`src/rtl/proc_ctrl_fsm.sv`:
```
`default_nettype none
// ============================================================================
// Module   : proc_ctrl_fsm
// Purpose  : Control unit for the simple 9-bit processor datapath. Each
//            instruction runs through time steps T0..T3. The unit drives the
//            one-hot register-file enables, the A/G/IR load strobes, the bus
//            source selects and the ALU add/sub select.
// Revision : 1.0 - initial release
// ----------------------------------------------------------------------------
// Parameters
//   SEL_W   register-select field width (NREG = 2**SEL_W, IR = 3+2*SEL_W bits)
// Ports
//   Clock   in   1          system clock, rising-edge active
//   Reset   in   1          synchronous active-high reset
//   Run     in   1          start request, sampled only in T0
//   IR      in   3+2*SEL_W  instruction, fields III XXX YYY
//   GNZ     in   1          G non-zero flag (used only by mvnz)
//   IRin    out  1          load IR from DIN
//   Rin     out  [0:NREG-1] one-hot register load enables (bit 0 = R0)
//   Rout    out  [0:NREG-1] one-hot register bus-drive enables (bit 0 = R0)
//   Ain     out  1          load A from bus
//   Gin     out  1          load G from ALU
//   Gout    out  1          G drives bus
//   DINout  out  1          DIN drives bus
//   AddSub  out  1          ALU select, 0 = add, 1 = subtract
//   Done    out  1          final step of an instruction
// Build option
//   PROC_CTRL_MVNZ_EN  when defined, opcode 100 is mvnz Rx,Ry (conditional
//                      move on GNZ); otherwise opcode 100 is a NOP and GNZ
//                      is ignored.
// ============================================================================
module proc_ctrl_fsm #(
  parameter int SEL_W = 3
) (
  input  logic                   Clock,
  input  logic                   Reset,
  input  logic                   Run,
  input  logic [3+2*SEL_W-1:0]   IR,
  input  logic                   GNZ,
  output logic                   IRin,
  output logic [0:(2**SEL_W)-1]  Rin,
  output logic [0:(2**SEL_W)-1]  Rout,
  output logic                   Ain,
  output logic                   Gin,
  output logic                   Gout,
  output logic                   DINout,
  output logic                   AddSub,
  output logic                   Done
);

  localparam int NREG = 2**SEL_W;
  localparam int IRW  = 3 + 2*SEL_W;

  localparam logic [2:0] c_OP_MV  = 3'b000;
  localparam logic [2:0] c_OP_MVI = 3'b001;
  localparam logic [2:0] c_OP_ADD = 3'b010;
  localparam logic [2:0] c_OP_SUB = 3'b011;
`ifdef PROC_CTRL_MVNZ_EN
  localparam logic [2:0] c_OP_MVNZ = 3'b100;
`endif

  typedef enum logic [1:0] {
    T0 = 2'b00,
    T1 = 2'b01,
    T2 = 2'b10,
    T3 = 2'b11
  } step_t;

  step_t r_step;
  step_t w_step_next;

  logic [2:0]       w_opcode;
  logic [SEL_W-1:0] w_x;
  logic [SEL_W-1:0] w_y;
  logic             w_is_alu;

  assign w_opcode = IR[IRW-1 -: 3];
  assign w_x      = IR[2*SEL_W-1 -: SEL_W];
  assign w_y      = IR[SEL_W-1:0];
  assign w_is_alu = (w_opcode == c_OP_ADD) || (w_opcode == c_OP_SUB);

`ifndef PROC_CTRL_MVNZ_EN
  // GNZ only matters for mvnz; keep it visibly consumed in this build.
  logic w_unused_gnz;
  assign w_unused_gnz = GNZ;
`endif

  // Enable-gated N-to-2**N decoder: one-hot on sel when en, else all zero.
  function automatic logic [0:NREG-1] dec(input logic [SEL_W-1:0] sel,
                                          input logic             en);
    logic [0:NREG-1] v;
    v = '0;
    for (int i = 0; i < NREG; i++) begin
      if (en && (sel == SEL_W'(i))) v[i] = 1'b1;
    end
    return v;
  endfunction

  always_ff @(posedge Clock) begin
    if (Reset) r_step <= T0;
    else       r_step <= w_step_next;
  end

  always_comb begin
    w_step_next = T0;
    IRin        = 1'b0;
    Rin         = '0;
    Rout        = '0;
    Ain         = 1'b0;
    Gin         = 1'b0;
    Gout        = 1'b0;
    DINout      = 1'b0;
    AddSub      = 1'b0;
    Done        = 1'b0;

    case (r_step)
      T0: begin
        IRin        = Run;
        w_step_next = Run ? T1 : T0;
      end
      T1: begin
        w_step_next = T0;
        case (w_opcode)
          c_OP_MV: begin
            Rout = dec(w_y, 1'b1);
            Rin  = dec(w_x, 1'b1);
            Done = 1'b1;
          end
          c_OP_MVI: begin
            DINout = 1'b1;
            Rin    = dec(w_x, 1'b1);
            Done   = 1'b1;
          end
          c_OP_ADD, c_OP_SUB: begin
            Rout        = dec(w_x, 1'b1);
            Ain         = 1'b1;
            w_step_next = T2;
          end
`ifdef PROC_CTRL_MVNZ_EN
          c_OP_MVNZ: begin
            // The move happens only when G is non-zero; Done regardless.
            Rout = dec(w_y, GNZ);
            Rin  = dec(w_x, GNZ);
            Done = 1'b1;
          end
`endif
          default: Done = 1'b1;
        endcase
      end
      T2: begin
        // Only ALU ops reach T2; anything else falls back to T0.
        if (w_is_alu) begin
          Rout        = dec(w_y, 1'b1);
          Gin         = 1'b1;
          AddSub      = w_opcode[0];
          w_step_next = T3;
        end
      end
      T3: begin
        if (w_is_alu) begin
          Gout = 1'b1;
          Rin  = dec(w_x, 1'b1);
          Done = 1'b1;
        end
      end
      default: w_step_next = T0;
    endcase

    // Reset suppresses every strobe so an aborted instruction writes nothing.
    if (Reset) begin
      IRin   = 1'b0;
      Rin    = '0;
      Rout   = '0;
      Ain    = 1'b0;
      Gin    = 1'b0;
      Gout   = 1'b0;
      DINout = 1'b0;
      AddSub = 1'b0;
      Done   = 1'b0;
    end
  end

endmodule
`default_nettype wire
```
`config.mk`:
```
export PLATFORM = sky130hd
export DESIGN_NAME = proc_ctrl_fsm
export DESIGN_NICKNAME = d
export VERILOG_FILES = /design/src/rtl/proc_ctrl_fsm.sv
export SDC_FILE = /design/constraint.sdc
export NUM_CORES = 1
export LEC_CHECK = 0
export BUFFER_PORTS_ARGS = -buffer_cell sky130_fd_sc_hd__buf_2
export CAP_MARGIN = 0
export CORE_AREA = 2 2 39 41
export DETAILED_ROUTE_END_ITERATION = 12
export DIE_AREA = 0 0 41 43
export PLACE_DENSITY_LB_ADDON = 0.12
export SYNTH_ARGS = -nofsm -noshare
export SYNTH_HDL_FRONTEND = slang
export SYNTH_SLANG_ARGS = --single-unit
```
`constraint.sdc`:
```
create_clock -name Clock -period 1.9 [get_ports Clock]
set_input_delay 0.19 -clock Clock [delete_from_list [all_inputs] [get_ports Clock]]
set_output_delay 0.19 -clock Clock [all_outputs]
set_load 0.01 [all_outputs]
```
==> impl_metrics.toml <==
[cts]
htreeDepth = 1
ctsHoldBuffers = 0
numCtsBuffers = 3
post_cts.repair.setup_buffers = 0
clk_latency_ns = 0.24
root_buffer = "clkbuf_4"
clk_path_buf_depth = 2
clkTransAtPathRegs_ns = 0.03
clkSinkCount = 2
cts_tree = "built"

[yosys]
synth_area_per_cell_um2 = 6.87
syn_area_um2 = 474
yosys-top-cells-count = "14 x nor2_1, 6 x nor3b_1, 6 x o32ai_1"
yosys-top-cells-area = "ha_1 13%, nor2_1 11%, o32ai_1 11%"
synth_edf_count = 0
yosysMostFrequentCell = "nor2_1"
yosysTopAreaCell = "ha_1"
yosys_warnings = 0
ys.flop_type = "dfxtp_1"
seq_area_frac_synth_pct = 8.44
syn_inst = 69
async_flop_share_pct = 0
synth_top_cell_area_share_pct = 13.2
synth_fp_nets = 87
ys_ff_latch = 2
synth_cell_types = 24

[floorplanning]
die-width_um = 41
coreArea_um2 = 1380
io_pins = 36
rows = 14
dieArea_um2 = 1760
die_h_um = 43
initial_core_util_pct = 34.3

[timing]
tightest_slew_ns = 0.264
setup_viol = 4
fin_setup_tns_ns = -0.272
fmax_ghz = 0.504
relSlewSlack_pct = 82.4
clock_skew_ns = 0.00581
slew_violations = 0
post-route-min-period_ns = 1.98
period_share_pct = 104
hold_viol_final = 0
whs_ns = 0.261
rsz0062_at_grt = "true"
setup_slack_ns = -0.0822

[final_layout]
insertedDiodeCount = 0
largest_reg_flops = 2
seqCellArea_um2 = 45.0
nNetsFinal = 126
multi_input_area_um2 = 533
top_register = "r_step"
top_regs = "r_step x2"
drive_gt1_share_pct = 57.5
syn_to_final_growth_pct = 72.3
fillCellCount = 126

[drt]
drc = 0
vias = 653
routed_wl_um = 1490
wl_per_cell_um = 12.2
drt_iter0_markers = 10
postRouteAntennaNets = 0
first_pass_iters = 4
via_per_inst = 5.35

[worst_setup_path]
cp-start-kind = "register"
crit_type = "register to primary output"
worstPathMaxFanout = 3
endpoint_kind = "primary output"
cp.arrival_ns = 1.79
required_ns = 1.71

[pwr]
ir_worst_vdd_mv = 0.230
p_per_area_nw_per_um2 = 286
total_power_uw = 234
p_leak_nw = 0.369

[placement]
gp_congestion = 0.833
place_hpwl_um = 1100
io_buffers = 34
dp_slack_ns = 0.0495

[grt]
grt_pass1_wl_um = 2330
grt_overflow = 0
grt_usage_pct = 18.8
grt_max_degree = 12
antenna_found_initial = 0
grt_pass1_vias = 573

[hold_path]
hold_path_class = "input pin to register"

[run_status]
violations = "setup timing"
status = "finished, violations left"

[flow_run]
maxCapViolations = 0
-- cells in the final DEF, fill, tap and decap left out, types with 2 or more instances in the layout --
cell type  synthesis  final
buf_4              0      2
nand2_1            5      5
inv_2              0      2
clkbuf_4           0      3
ha_4               0      2
buf_2              0     34
nor3b_1            6      4
ha_1               5      2
nor2_1            14     14
o31ai_1            2      2
nand3b_1           5      5
nand2b_1           4      4
o32ai_2            0      6
nand3_1            2      2
-- critical path: stages, from the launching register on --
cell,delay [ns]
dfxtp_2,0.31
inv_2,0.08
ha_4,0.13
or3b_4,0.38
or4_1,0.40
o31ai_1,0.08
buf_2,0.17
-- power breakdown --
part	switching [mW]	internal, mW
sequential	0.00265	0.0437
clock	0.0312	0.0702
combinational	0.0481	0.0376
-- worst paths after layout --
kind / endpoint / from / slack [ns] / cells past startpoint
setup / recovery: Rout[1] / r_step[1] / -0.08 / 6
hold / removal: r_step[0] / Run / 0.26 / 3
setup reg to reg: r_step[0] / r_step[1] / 0.85 / 4
hold reg to reg: r_step[1] / r_step[0] / 0.63 / 2
-- repair_timing --
action / in CTS / in global routing
gates cloned: 0 / 0
gates resized for setup: 14 / 11
pin swaps: 2 / 0
endpoints found under the setup margin: 8 / 8
-- per-layer routing --
layer	part of all wire [%]	GRT usage [%]	up-vias
met5	0	0	-
met4	1.1	8.00	0
met2	50	29.4	21
met3	4.0	3.14	2
met1	45	24.2	305
li1	-	-	325
-- final cells by class --
cell class	instances	area share, %
multi-input combinational	62	65.2
inverter	3	1.38
clock buffer	3	2.76
tap	16	2.45
sequential	2	5.51
timing repair buffer	36	22.7
-- metrics by stage --
| stage | std cells | area, um2 | util [%] |
|---|---|---|---|
| 6_report | 122 | 817 | 59.0 |
| 5_1_grt | 122 | 817 | 59.0 |
| 4_1_cts | 122 | 751 | 54.2 |
| 3_5_place_dp | 119 | 672 | 48.6 |
| 3_3_place_gp | 119 | 672 | 48.6 |
| 2_1_floorplan | 69 | 474 | - |
-- logic make-up (layout without fill, tap and decap cells) --
| family | Yosys count | count (layout) | share of synthesized area (%) |
|---|---|---|---|
| adder cells (fa/ha/maj) | 5 | 5 | 13.2 |
| flip-flops | 2 | 2 | 8.44 |
| AND/OR/NAND/NOR | 45 | 45 | 52.5 |
| buffers and inverters | 5 | 42 | 3.96 |
| AO/OA/AOI/OAI | 10 | 10 | 17.4 |
| multiplexers | 2 | 2 | 4.49 |
Note: power is estimated with default switching activity, not from simulation.
